**src/rtl/spigot_digit_receiver.sv**
```systemverilog
// spigot_digit_receiver
//   Far-end consumer of the spigot-e digit bus. Synchronises the 16-bit pin
//   bus (four BCD digits) and its enable pin, waits until a new group has been
//   stable for STABLE_CYCLES samples, validates it as BCD and pushes the four
//   digits atomically into a FIFO. The FIFO drains as ASCII characters over a
//   valid/ready stream.
//
// Ports
//   clk             single clock
//   reset           asynchronous, active-high reset
//   io_ena          transmitter enable pin; bus ignored while low
//   io_bus          [15:12]=digit0 .. [3:0]=digit3
//   io_digit_ready  downstream ready
//   io_digit_valid  FIFO head valid
//   io_digit_ascii  8'h30 + FIFO head digit (8'h30 when empty)
//   io_fifo_level   digits currently held
//   io_overflow     sticky: group dropped for lack of 4 free entries
//   io_bcd_error    sticky: group dropped because a nibble was > 9
module spigot_digit_receiver #(
  parameter int STABLE_CYCLES = 3,
  parameter int FIFO_DEPTH    = 8
) (
  input  logic                          clk,
  input  logic                          reset,
  input  logic                          io_ena,
  input  logic [15:0]                   io_bus,
  input  logic                          io_digit_ready,
  output logic                          io_digit_valid,
  output logic [7:0]                    io_digit_ascii,
  output logic [$clog2(FIFO_DEPTH):0]   io_fifo_level,
  output logic                          io_overflow,
  output logic                          io_bcd_error
);

  localparam int AW = $clog2(FIFO_DEPTH);
  localparam int LW = AW + 1;
  localparam int CW = $clog2(STABLE_CYCLES + 1);

  localparam logic [CW-1:0] CNT_MAX    = CW'(STABLE_CYCLES);
  localparam logic [CW-1:0] CNT_ARM    = CW'(STABLE_CYCLES - 1);
  localparam logic [LW-1:0] PUSH_LIMIT = LW'(FIFO_DEPTH - 4);

  function automatic logic has_bad_nibble(input logic [15:0] g);
    logic bad;
    bad = 1'b0;
    for (int i = 0; i < 4; i++) begin
      if (g[4*i +: 4] > 4'd9) bad = 1'b1;
    end
    return bad;
  endfunction

  // Synchronisers and previous-sample register
  logic        ena_m, ena_s;
  logic [15:0] bus_m, bus_s, bus_prev;

  // Stability filter and accept stage
  logic [CW-1:0] cnt;
  logic          have_group;
  logic [15:0]   last_group;
  logic          accept_q;
  logic [15:0]   group_q;

  // FIFO
  logic [3:0]    mem [FIFO_DEPTH];
  logic [AW-1:0] wr_ptr, rd_ptr;
  logic [LW-1:0] level;
  logic          overflow, bcd_error;

  // NOTE: all state below uses non-blocking assignments so every register
  // samples the pre-edge values of its neighbours, just like real flops.
  always_ff @(posedge clk or posedge reset) begin
    if (reset) begin
      ena_m    <= 1'b0;
      ena_s    <= 1'b0;
      bus_m    <= '0;
      bus_s    <= '0;
      bus_prev <= '0;
    end else begin
      ena_m    <= io_ena;
      ena_s    <= ena_m;
      bus_m    <= io_bus;
      bus_s    <= bus_m;
      bus_prev <= bus_s;
    end
  end

  logic stable, accept;
  assign stable = ena_s && (bus_s == bus_prev);
  // Accept fires on the single cycle the counter steps up to its maximum,
  // and only for a group different from the one last accepted.
  assign accept = stable && (cnt == CNT_ARM) &&
                  (!have_group || (bus_s != last_group));

  always_ff @(posedge clk or posedge reset) begin
    if (reset) begin
      cnt        <= '0;
      have_group <= 1'b0;
      last_group <= '0;
      accept_q   <= 1'b0;
      group_q    <= '0;
    end else begin
      if (!stable)             cnt <= '0;
      else if (cnt != CNT_MAX) cnt <= cnt + CW'(1);
      accept_q <= accept;
      // last_group is updated even if the group is later dropped, so a held
      // bad or overflowing group is not retried every time it re-stabilises.
      if (accept) begin
        group_q    <= bus_s;
        last_group <= bus_s;
        have_group <= 1'b1;
      end
    end
  end

  // Push stage: BCD validity is judged before capacity, and capacity uses the
  // level before any same-cycle pop.
  logic bad_bcd, has_room, push, drop_full, pop;
  assign bad_bcd   = accept_q && has_bad_nibble(group_q);
  assign has_room  = (level <= PUSH_LIMIT);
  assign push      = accept_q && !bad_bcd && has_room;
  assign drop_full = accept_q && !bad_bcd && !has_room;
  assign pop       = io_digit_valid && io_digit_ready;

  always_ff @(posedge clk or posedge reset) begin
    if (reset) begin
      wr_ptr    <= '0;
      rd_ptr    <= '0;
      level     <= '0;
      overflow  <= 1'b0;
      bcd_error <= 1'b0;
    end else begin
      if (push) wr_ptr <= wr_ptr + AW'(4);
      if (pop)  rd_ptr <= rd_ptr + AW'(1);
      unique case ({push, pop})
        2'b10:   level <= level + LW'(4);
        2'b01:   level <= level - LW'(1);
        2'b11:   level <= level + LW'(3);
        default: level <= level;
      endcase
      if (bad_bcd)   bcd_error <= 1'b1;
      if (drop_full) overflow  <= 1'b1;
    end
  end

  // NOTE: the digit storage has no reset; the pointers and level define which
  // entries are live, and the head is masked whenever the FIFO is empty.
  always_ff @(posedge clk) begin
    if (push) begin
      for (int i = 0; i < 4; i++) begin
        mem[wr_ptr + AW'(i)] <= group_q[15 - 4*i -: 4];
      end
    end
  end

  assign io_digit_valid = (level != '0);
  assign io_digit_ascii = io_digit_valid ? {4'h3, mem[rd_ptr]} : 8'h30;
  assign io_fifo_level  = level;
  assign io_overflow    = overflow;
  assign io_bcd_error   = bcd_error;

endmodule

```
**config.mk**
```make
export PLATFORM = sky130hd
export DESIGN_NAME = spigot_digit_receiver
export DESIGN_NICKNAME = d
export VERILOG_FILES = /design/src/rtl/spigot_digit_receiver.sv
export SDC_FILE = /design/constraint.sdc
export NUM_CORES = 1
export LEC_CHECK = 0
export ABC_AREA = 0
export CORE_MARGIN = 2
export CORE_UTILIZATION = 57
export DETAILED_ROUTE_END_ITERATION = 10
export HOLD_SLACK_MARGIN = 0.08
export PLACE_DENSITY = 0.83
export SYNTH_ARGS = -nofsm -noshare
export SYNTH_HDL_FRONTEND = slang
export SYNTH_SLANG_ARGS = --single-unit
```
**constraint.sdc**
```tcl
create_clock -name clk -period 2.9 [get_ports clk]
set_input_delay 0.435 -clock clk [delete_from_list [all_inputs] [get_ports clk]]
set_output_delay 0.435 -clock clk [all_outputs]
set_load 0.02 [all_outputs]
```
## After elaboration in Yosys (flattened, before gate mapping)

Memory sizes are Yosys's and may differ from the RTL's.
Index checks and enable logic that the tools add are counted.

- Register bits: 82
- RAM bits: 32
- Bits of input ports: 20
- Output and inout port bits: 15
- Logic and storage cells: 61
- Memories kept: 1

Memory list:

| memory | words | bits a word | rd ports | clocked after Yosys merged registers in | write ports | RTL line | RTL |
|---|---|---|---|---|---|---|---|
| mem | 8 | 4 | 1 | 0 | 4 | 64 | `logic [3:0] mem [FIFO_DEPTH];` |

- $add $sub $neg: 9
- $lt $le $gt $ge: 5
- Eq/ne operators: 8
- Multiplexer cells: 10
- Reductions and logical operators: 14

Operators with widths:

| cell | number |
|---|---|
| 16-bit equality test | 1 |
| 4-bit > comparator, second input constant | 4 |
| 16-bit != test | 1 |
| 4-bit case mux with 3 select lines | 1 |
| 1-bit logical AND | 8 |
| 3-bit by 1-bit adder with 3-bit output, second input constant | 2 |
| 3-bit by 2-bit adder with 3-bit output, second input constant | 2 |
| 2-bit equality test, second input constant | 3 |
| 1-bit 2-to-1 mux | 6 |
| 4-bit by 2-bit adder with 4-bit output, second input constant | 1 |
| 4-bit by 3-bit adder with 4-bit output, second input constant | 1 |
| 4-bit by 3-bit <= comparator with 1-bit output, second input constant | 1 |
| 2-bit 2-to-1 mux | 2 |
| 4-bit 2-to-1 mux | 1 |
| 4-bit nonzero test | 1 |
| 4-bit by 1-bit subtractor with 4-bit output, second input constant | 1 |
| 3-bit adder, second input constant | 1 |
| 1-bit logical NOT | 3 |
| 3-bit nonzero test | 1 |
| 2-bit by 1-bit adder with 2-bit output, second input constant | 1 |
| 2-bit by 1-bit equality test with 1-bit output, second input constant | 1 |
| 2-bit by 1-bit != test with 1-bit output, second input constant | 1 |
| 2-bit != test, second input constant | 1 |
| 1-bit logical OR | 1 |

## Logic depth before layout (Yosys ltp)

- Depth after elaboration: 11
- Mapped depth: 13
- Mapped depth without buffers: 12

## Worst setup path after synthesis

Ideal clock, no wire load.

- Path kind: register -> register
- From: reg level[0], in the netlist io_fifo_level[0]
- To: reg level[3], in the netlist io_fifo_level[3]
- Library setup time: 0.120 ns
- Arrival: 2.674 ns
- Required time: 2.780 ns
- Slack: 0.105 ns
- Cell stages (with the launch flop): 14
- Buffers on the path: 1
- Clock period less this slack: 2.795 ns
- Path through: dfrtp_1 > inv_1 > ha_1 > clkbuf_1 > nand2b_1 > nand3_1 > nor2_1 > nand3_1 > ha_1 > o21ai_0 > nand2b_1 > o21a_1 > a221o_1 > a41o_1

- Longest elaborated chain between the ends: 4
- Elaborated cells between the ends (all ways): 12
- Those cells by class: add/sub: 3; order compare: 1; eq/ne: 3; mux: 1; reduce/logical: 4

RTL lines:

| item | RTL line | RTL |
|---|---|---|
| start: declaration | 66 | `logic [LW-1:0] level;` |
| start signal: assignment | 135 | `2'b10: level <= level + LW'(4);` |
| start signal: assignment | 136 | `2'b01: level <= level - LW'(1);` |
| start signal: assignment | 137 | `2'b11: level <= level + LW'(3);` |
| 4-bit by 3-bit <= comparator with 1-bit output or 4-bit nonzero test (tied branches) | 119, 155 |  |
| 1-bit logical AND, on equally long branches | 120, 122 |  |
| 2-bit equality test or 2-bit by 1-bit equality test with 1-bit output (tied branches) | 134 | `unique case ({push, pop})` |
| 4-bit case mux with 3 select lines or 3-bit nonzero test (tied branches) | -- |  |

Several ways; a longest one is shown, not always the timed one.
A chain may end at the register's enable or synchronous reset.

## Final worst setup path

- From: reg rd_ptr[0]
- To: out io_digit_ascii[2]

- Longest elaborated chain between the ends: 2

RTL lines:

| item | RTL line | RTL |
|---|---|---|
| start: declaration | 65 | `logic [AW-1:0] wr_ptr, rd_ptr;` |
| start signal: assignment | 133 | `if (pop) rd_ptr <= rd_ptr + AW'(1);` |
| memory 8 x 4 bit | -- |  |
| 4-bit 2-to-1 mux | 156 | `assign io_digit_ascii = io_digit_valid ? {4'h3, mem[rd_ptr]} : 8'h30;` |
| end: declaration | 29 | `output logic [7:0] io_digit_ascii,` |

Every way passes these cells.

==> reports/summary.txt <==
Hold wc startpoint -> bus_m[10]
Area of the multi-input gates -> 0.00130 mm²
Mapped cell area -> 0.00435 mm²
Hold Violations, Final -> 0
WP data required -> 2.47 ns
Hold path depth -> 0
FF+latch area -> 0.00296 mm²
Syn-to-layout area delta -> 14.3%
Clock buffer depth -> 2
Cell Rows -> 31
Core area -> 0.00733 mm²
Tightest Hold Check Type -> register to register
DR iter-0 viols -> 158
Outcome -> completed
# setup viols final -> 0
Final clock skew -> 0.0117 ns
Register area share after synthesis -> 0.682
Max_cap viols -> 0
Power Density -> 641 mW/mm²
Routability congestion estimate -> 0.778
Clock Pin Slew Worst Setup and Hold Paths -> 0.09 ns
Syn Area/Cell -> 16.0 µm²
Post-Route WL -> 6410 µm
Nets -> 339
HPWL after detailed placement -> 4690 µm
RSZ-0062 raised after global routing -> false
First-pass GRT wire length -> 11100 µm
Post-layout util -> 0.678
#FFs+latches synth -> 112
Crit start category -> register
Grt ovf -> 0
Number of synthesized flops with an enable pin -> 32
Fin crit period -> 2.77 ns
Worst rel slew slack -> 0.603
Post-CTS Setup Bufs -> 0
Worst-margin pin slew -> 0.595 ns
Part of the cycle the worst path needs -> 0.954
Initial antenna violation count -> 0
Reg2reg end -> io_fifo_level[3]
Post-cts resize count -> 0
Layout cells sized above 1 -> 0.186
Initial core utilization -> 0.593
Skew-Pair Late Insertion Delay -> 0.35 ns
Via Count -> 2163
Clock net sink count -> 112
Max Clk Rate -> 362 MHz
Horiz. Die Dim -> 91.3 µm
Vias in the first global route -> 2249
PortBufs -> 30
CTS Hold Bufs -> 0
Pins Over Slew Limit -> 0
Inserted Clock Buffers -> 9
Commonest non-fill, non-tap cell in the layout -> dfrtp_1
Worst reg2reg path depth -> 12
WL per Instance -> 15.4 µm
Pre-Repair DR Iteration Count -> 4
All-layer global routing usage -> 0.174
Final Total Pwr -> 3180 µW
Syn. warnings -> 0
Fillers -> 472
Vias/cell -> 5.20
Synth async-reset ratio -> 0.714
FF-to-FF Start -> io_fifo_level[3]
Io pins -> 35
Synthesized instance count -> 271
Post-route ant nets -> 0
WHS Endpoint -> bus_s[10]
Peak VDD IR -> 0.000389 V
Root buffer cell -> clkbuf_8
Die height -> 91.3 µm
Library cells used by synthesis -> 38
Static Leakage -> 0.00215 µW
Largest net degree at the start of global routing -> 50
DRC -> 0
Crit path capture type -> primary output
Commonest non-fill, non-tap cells in the layout -> 80 x dfrtp_1, 32 x edfxtp_1, 30 x clkdlybuf4s50_1, 21 x xor2_1, 19 x xnor2_1
CTS tree -> built
Max FO, Critical Path -> 6
Antenna diode count -> 0
H-tree levels -> 3
CP arrival -> 2.33 ns
DIE AREA -> 0.00834 mm²
CP Class -> register to primary output
Setup_tns -> 0 ns
Ys flop type -> dfrtp_1
Flop-to-flop setup slack -> 0.28 ns
## critical path, cell delays in order (launching register included)
cell	delay, ns
dfrtp_1	0.50
buf_4	0.22
mux4_2	0.51
mux2i_1	0.16
a21oi_1	0.06
clkdlybuf4s50_1	0.54
## metrics by stage
stage                     std cells  worst slack (ns)  area [µm²]  hold slack (ns)
after CTS                       416            0.0955        4970            0.357
after floorplan                 273             0.105        4350            0.331
after global routing            416           0.00590        4970            0.361
after global placement          400             0.461        4790            0.332
final                           416             0.134        4970            0.353
after detailed placement        400             0.297        4790            0.335
## final cells by class
type | instances | share of cell area
sequential | 112 | 0.596
multi-input combinational | 143 | 0.261
timing repair buffer | 38 | 0.0750
clock buffer | 10 | 0.0277
tap | 99 | 0.0249
clock inverter | 6 | 0.00856
inverter | 8 | 0.00630
## registers in the layout (all words and copies together), names as in the netlist, 2 cells and up
signal,cells
mem,32
rd_ptr,3
bus_s,16
cnt,2
group_q,16
io_fifo_level,4
bus_m,16
bus_prev,16
## how the worst max path moves through the flow
stage,startpoint,to,slack (ns)
2_1_floorplan,io_fifo_level[0],io_fifo_level[3],0.11
3_3_place_gp,io_fifo_level[3],io_fifo_level[3],0.46
3_5_place_dp,io_fifo_level[3],io_fifo_level[3],0.30
4_1_cts,rd_ptr[0],io_digit_ascii[2],0.1
5_1_grt,rd_ptr[0],io_digit_ascii[2],0.006
6_report,rd_ptr[0],io_digit_ascii[2],0.13
## metal layers
metal	track usage	up-vias	wire length [µm]
met4	0.0568	0	51
met5	0	-	0
met2	0.284	37	3300
li1	-	1026	-
met3	0.0349	5	179
met1	0.238	1095	2880
## cells by family after synthesis
kind of cell             synth area share
multiplexers                        0.103
AO/OA/AOI/OAI                      0.0340
XOR/XNOR                           0.0806
AND/OR/NAND/NOR                    0.0570
flip-flops                          0.682
other                             0.00173
adder cells (fa/ha/maj)            0.0201
buffers and inverters              0.0216
## cells in the mapped netlist, types with 4 or more instances
cell | n | share of area
nor3_1 | 4 | 0.0046
ha_1 | 7 | 0.020
a21oi_1 | 6 | 0.0069
nand3_1 | 4 | 0.0046
mux2_2 | 7 | 0.018
buf_4 | 4 | 0.0069
dfrtp_1 | 80 | 0.46
mux2_4 | 10 | 0.035
inv_1 | 8 | 0.0069
edfxtp_1 | 32 | 0.22
o21ai_0 | 6 | 0.0069
xnor2_1 | 19 | 0.038
mux2i_1 | 4 | 0.0092
or2_2 | 4 | 0.0058
nor2_1 | 8 | 0.0069
xor2_1 | 21 | 0.042
clkbuf_1 | 5 | 0.0043
mux4_2 | 8 | 0.041
nand2_1 | 8 | 0.0069
## where the power goes
group	total [µW]	switching (µW)	internal, µW	leakage (µW)
combinational	542	254	288	0.000692
clock	827	487	340	0.0000969
sequential	1810	114	1700	0.00136
total	3180	855	2330	0.00215
Note: power is estimated with default switching activity, not from simulation.
